`src/rtl/buf_pipe_elastic.sv`:
```
// buf_pipe_elastic: WIDTH-bit, DEPTH-stage elastic register pipe with
// per-beat optional inversion under INV_MASK. Empty stages always pull from
// the stage behind them, so bubbles collapse even while the output stalls.
//
// Ports:
//   clk, rst          clock; synchronous active-high reset
//   in_valid/in_ready upstream handshake, in_data beat, inv_en per-beat invert
//   out_valid/out_ready downstream handshake, out_data output-stage data
//   flush             synchronous discard of every held beat
//   count             number of occupied stages, 0..DEPTH

// One pipe stage: loads from its source when allowed to advance. Data only
// changes when the source holds a real beat, so bubbles never toggle d.
module buf_pipe_elastic_stage #(
    parameter int WIDTH = 32
) (
    input  logic             clk,
    input  logic             rst,
    input  logic             flush,
    input  logic             adv,
    input  logic             src_v,
    input  logic [WIDTH-1:0] src_d,
    output logic             v,
    output logic [WIDTH-1:0] d
);
    always_ff @(posedge clk) begin
        if (rst) begin
            v <= 1'b0;
            d <= '0;
        end else if (flush) begin
            v <= 1'b0;
        end else if (adv) begin
            v <= src_v;
            if (src_v) d <= src_d;
        end
    end
endmodule

module buf_pipe_elastic #(
    parameter int               WIDTH    = 32,
    parameter int               DEPTH    = 3,
    parameter logic [WIDTH-1:0] INV_MASK = {WIDTH{1'b1}}
) (
    input  logic                       clk,
    input  logic                       rst,
    input  logic                       in_valid,
    output logic                       in_ready,
    input  logic [WIDTH-1:0]           in_data,
    input  logic                       inv_en,
    output logic                       out_valid,
    input  logic                       out_ready,
    output logic [WIDTH-1:0]           out_data,
    input  logic                       flush,
    output logic [$clog2(DEPTH+1)-1:0] count
);
    localparam int CW = $clog2(DEPTH+1);

    if (DEPTH < 1) begin : g_bad_depth
        $error("buf_pipe_elastic: DEPTH must be at least 1");
    end

    logic [DEPTH-1:0]            v;
    logic [DEPTH-1:0]            rdy;
    logic [DEPTH-1:0]            src_v;
    logic [DEPTH-1:0][WIDTH-1:0] src_d;
    logic [DEPTH-1:0][WIDTH-1:0] d;
    logic                        in_xfer;
    logic                        out_xfer;

    // Ready ripples from the output end: a stage can load if it is empty or
    // the stage ahead of it is also moving.
    for (genvar i = 0; i < DEPTH; i++) begin : g_stage
        if (i == DEPTH-1) begin : g_last
            assign rdy[i] = ~v[i] | out_ready;
        end else begin : g_mid
            assign rdy[i] = ~v[i] | rdy[i+1];
        end

        if (i == 0) begin : g_head
            assign src_v[i] = in_valid;
            assign src_d[i] = in_data ^ (inv_en ? INV_MASK : {WIDTH{1'b0}});
        end else begin : g_body
            assign src_v[i] = v[i-1];
            assign src_d[i] = d[i-1];
        end

        buf_pipe_elastic_stage #(.WIDTH(WIDTH)) u_stage (
            .clk   (clk),
            .rst   (rst),
            .flush (flush),
            .adv   (rdy[i]),
            .src_v (src_v[i]),
            .src_d (src_d[i]),
            .v     (v[i]),
            .d     (d[i])
        );
    end

    assign in_ready  = rdy[0] & ~flush;
    assign out_valid = v[DEPTH-1] & ~flush;
    assign out_data  = d[DEPTH-1];
    assign in_xfer   = in_valid & in_ready;
    assign out_xfer  = out_valid & out_ready;

    // Occupancy kept as its own counter; it tracks popcount(v) exactly.
    always_ff @(posedge clk) begin
        if (rst || flush) count <= '0;
        else              count <= count + CW'(in_xfer) - CW'(out_xfer);
    end
endmodule

```
`config.mk`:
```
export PLATFORM = sky130hd
export DESIGN_NAME = buf_pipe_elastic
export DESIGN_NICKNAME = d
export VERILOG_FILES = /design/src/rtl/buf_pipe_elastic.sv
export SDC_FILE = /design/constraint.sdc
export NUM_CORES = 1
export LEC_CHECK = 0
export ABC_AREA = 0
export CAP_MARGIN = 10
export CORE_MARGIN = 10
export CORE_UTILIZATION = 41
export CTS_CLUSTER_SIZE = 12
export DETAILED_ROUTE_END_ITERATION = 10
export PLACE_DENSITY_LB_ADDON = 0.15
export SETUP_SLACK_MARGIN = 0.15
export SKIP_CTS_REPAIR_TIMING = 1
export SLEW_MARGIN = 5
export SYNTH_ARGS = -nofsm -noshare
export SYNTH_HDL_FRONTEND = slang
export SYNTH_SLANG_ARGS = --single-unit
```
`constraint.sdc`:
```
create_clock -name clk -period 3.15 [get_ports clk]
set_input_delay 0.63 -clock clk [delete_from_list [all_inputs] [get_ports clk]]
set_output_delay 0.63 -clock clk [all_outputs]
set_load 0.1 [all_outputs]
```
==> impl_metrics.env <==
export IMPL_outcome="complete, no violations"
export IMPL_sink_count_of_the_clock_tree=101
export IMPL_die_height_um=126
export IMPL_crit_path_max_incr_delay_ns=0.46
export IMPL_crit_path_start_kind="primary input"
export IMPL_setup_violations_final=0
export IMPL_timing_slew_headroom=0.356
export IMPL_ys_ff_latch=101
export IMPL_port_buffers=73
export IMPL_synth_nets=526
export IMPL_crit_required_ns=2.52
export IMPL_postRouteAntennaNets=0
export IMPL_detail_route_vias_per_cell=4.91
export IMPL_die_width_um=126
export IMPL_first_global_vias=3244
export IMPL_layout_overhead_on_the_synthesized_area_pct=17.6
export IMPL_netlist_top_cell_by_area="sky130_fd_sc_hd__dfxtp_1"
export IMPL_ant_diodes=0
export IMPL_worst_case_vdd_ir_drop_uv=246
export IMPL_grt_antenna_before_repair=0
export IMPL_n_fill_cell=1039
export IMPL_yosysSeqAreaShare=0.435
export IMPL_finish_utilization=0.498
export IMPL_first_pass_iters=4
export IMPL_placed_cells=636
export IMPL_worst_r2r_startpoint="g_stage[2].u_stage.v"
export IMPL_regToRegSetupSlack_ns=1.26
export IMPL_ys_warnings_count=0
export IMPL_hold_path_cell_count=2
export IMPL_core_box_area_um2=11000
export IMPL_synth_top_cells_by_area="sky130_fd_sc_hd__dfxtp_1 43%, sky130_fd_sc_hd__mux2i_1 14%, sky130_fd_sc_hd__nand2b_1 13%"
export IMPL_finalCritPeriodShare=0.813
export IMPL_max_slew_worst_pin_slew_ns=0.965
export IMPL_rsz0062_at_grt="false"
export IMPL_gp_congestion=0.714
export IMPL_worstHoldStart="g_stage[1].u_stage.d[5]"
export IMPL_post_dp_hpwl_mm=6.39
export IMPL_timing_worst_setup_path_type="primary input to primary output"
export IMPL_power_leakage_nw=2.00
export IMPL_timing_reg2reg_worst_path_depth=9
export IMPL_worstHoldPathType="register to register"
export IMPL_final_layout_size_suffix_gt1_frac=0.135
export IMPL_syn_inst=486
export IMPL_syn_area_per_cell_um2=9.57
export IMPL_max_cap_violations=0
export IMPL_nNetsFinal=547
export IMPL_crit_path_end_kind="primary output"
export IMPL_clk_latency_ns=0.34
export IMPL_groute_usage_overall=0.123
export IMPL_synthDistinctLibCells=24
export IMPL_clk_pin_slew_worst_paths_ns=0.07
export IMPL_mappedNetlistArea_um2=4650
export IMPL_route_detailed_drc=0
export IMPL_post_drt_wl_per_cell_um=15.4
export IMPL_cts_htree_levels=3
export IMPL_detailroute_via_count=3203
export IMPL_die_outline_area_um2=16000
export IMPL_cts_tree="done"
export IMPL_fin_skew_ns=0.00578
export IMPL_max_clock_path_buffers=2
export IMPL_ordered_cell_list_for_the_critical_path="clkdlybuf4s50_1 -> nor2b_2 -> buf_4 -> a31oi_2 -> buf_12"
export IMPL_tritoncts_num_buffers=9
export IMPL_whs_endpoint="g_stage[2].u_stage.d[5]"
export IMPL_fmax_mhz=391
export IMPL_grt_start_max_net_pins=75
export IMPL_crit_fanout=17
export IMPL_arrival_ns=1.93
export IMPL_final_min_clock_period_ns=2.56
export IMPL_power_density_of_the_placed_cells_nw_per_um2=498
export IMPL_setup_tns_ns=0
export IMPL_design_portCount=74
export IMPL_stdcell_count=652
export IMPL_fp_row_count=38
export IMPL_netlist_area_leader_share=0.435
export IMPL_drt_total_wl_mm=10.0
export IMPL_start_util=0.423
export IMPL_grt_first_pass_wirelength_mm=16.5
export IMPL_cts_root_buffer="sky130_fd_sc_hd__clkbuf_16"
export IMPL_globalRoute_totalOverflow=0
export IMPL_drt_iter0_markers=219
export IMPL_report_final_slew_viol_count=0
export IMPL_rr_endpoint="count[1]"
export IMPL_final_hold_violation_count=0
export IMPL_slowest_stage="sky130_fd_sc_hd__clkdlybuf4s50_1"
-- routing by layer --
layer / global-route usage / part of all wire / vias to the layer above
li1: - / - / 1623
met1: 0.164 / 0.50 / 1512
met2: 0.189 / 0.45 / 54
met3: 0.0279 / 0.040 / 14
met4: 0.0462 / 0.015 / 0
met5: 0 / 0 / -
-- worst max-delay path by stage --
stage,startpoint,endpoint,slack [ns],cells after the start
4_1_cts,out_ready,in_ready,0.59,5
6_report,out_ready,in_ready,0.59,5
5_1_grt,out_ready,in_ready,0.53,5
3_5_place_dp,flush,count[1],0.40,9
3_3_place_gp,flush,count[1],0.50,9
2_1_floorplan,flush,count[1],0.40,9
-- cells in the final DEF, fill, tap and decap left out --
cell type                           n
sky130_fd_sc_hd__or2b_1             1
sky130_fd_sc_hd__nor3b_1            1
sky130_fd_sc_hd__nor2b_2            3
sky130_fd_sc_hd__clkbuf_1           2
sky130_fd_sc_hd__o21ai_0           32
sky130_fd_sc_hd__nor2_1             1
sky130_fd_sc_hd__a31oi_2            1
sky130_fd_sc_hd__inv_2              2
sky130_fd_sc_hd__a21oi_4            1
sky130_fd_sc_hd__clkdlybuf4s50_1   35
sky130_fd_sc_hd__a31oi_1            1
sky130_fd_sc_hd__clkbuf_16          9
sky130_fd_sc_hd__dfxtp_1          101
sky130_fd_sc_hd__xnor2_1            1
sky130_fd_sc_hd__a21oi_1           33
sky130_fd_sc_hd__bufinv_16          2
sky130_fd_sc_hd__nor3_1             4
sky130_fd_sc_hd__ha_1               2
sky130_fd_sc_hd__buf_12             4
sky130_fd_sc_hd__mux2i_1           64
sky130_fd_sc_hd__a311oi_4           1
sky130_fd_sc_hd__clkinv_4           2
sky130_fd_sc_hd__and2_1             1
sky130_fd_sc_hd__buf_4             41
sky130_fd_sc_hd__nand3_1           32
sky130_fd_sc_hd__inv_1              1
sky130_fd_sc_hd__clkinvlp_4         1
sky130_fd_sc_hd__xor2_1            33
sky130_fd_sc_hd__nand2b_1          98
sky130_fd_sc_hd__buf_2              2
-- state kept, by name, indices dropped and copies added (netlist names) --
register,count
g_stage.u_stage.d,96
g_stage.u_stage.v,3
count,2
-- area by class of cell --
class	count	area, µm²	share of cell area
Clock buffer	11	233	0.0426
Clock inverter	5	85.1	0.0156
Inverter	3	11.3	0.00206
Multi-Input combinational cell	310	2190	0.401
Sequential cell	101	2020	0.370
Tap cell	140	175	0.0320
Timing Repair Buffer	82	748	0.137
-- report_power, final --
part | switching [mW] | total (mW) | internal (mW)
clock network | 0.479 | 1.18 | 0.700
logic | 0.113 | 0.231 | 0.118
registers | 0.00963 | 1.32 | 1.31
-- critical path: cells and delay by family --
kind            cells  cell delay (ns)
compound gates      1             0.14
buf+inv             3             0.92
simple gates        1             0.23
-- Yosys cell counts --
cell                       number
sky130_fd_sc_hd__ha_1           2
sky130_fd_sc_hd__inv_1          1
sky130_fd_sc_hd__and2_1         1
sky130_fd_sc_hd__buf_4         35
sky130_fd_sc_hd__buf_2          9
sky130_fd_sc_hd__clkbuf_1      24
sky130_fd_sc_hd__a21oi_2        1
sky130_fd_sc_hd__inv_2          2
sky130_fd_sc_hd__nand2b_1      98
sky130_fd_sc_hd__nor2_1         1
sky130_fd_sc_hd__or2b_1         1
sky130_fd_sc_hd__mux2i_1       64
sky130_fd_sc_hd__a311oi_4       1
sky130_fd_sc_hd__nor3_1         4
sky130_fd_sc_hd__dfxtp_1      101
sky130_fd_sc_hd__nor2b_1        3
sky130_fd_sc_hd__nor3b_1        1
sky130_fd_sc_hd__xnor2_1        1
sky130_fd_sc_hd__xor2_1        33
sky130_fd_sc_hd__nand3_1       32
sky130_fd_sc_hd__buf_6          4
sky130_fd_sc_hd__a21oi_1       33
sky130_fd_sc_hd__o21ai_0       32
sky130_fd_sc_hd__a31oi_1        2
-- through the flow --
step	total power, mW	setup WS (ns)	hold slack (ns)	area (µm²)
3_3_place_gp	1.58	0.500	0.457	5150
2_1_floorplan	1.50	0.402	0.444	4660
6_report	2.72	0.590	0.468	5470
3_5_place_dp	1.58	0.395	0.460	5150
5_1_grt	2.82	0.531	0.492	5470
4_1_cts	2.75	0.589	0.470	5470
-- cells by family after synthesis --
group                    Yosys count  share of synthesized area
AND/OR/NAND/NOR                  141                      0.180
XOR/XNOR                          34                     0.0640
multiplexers                      64                      0.138
AO/OA/AOI/OAI                     69                     0.0802
buffers and inverters             75                     0.0977
adder cells (fa/ha/maj)            2                    0.00538
flip-flops                       101                      0.435
No activity file was read; power rests on OpenSTA's default activity.
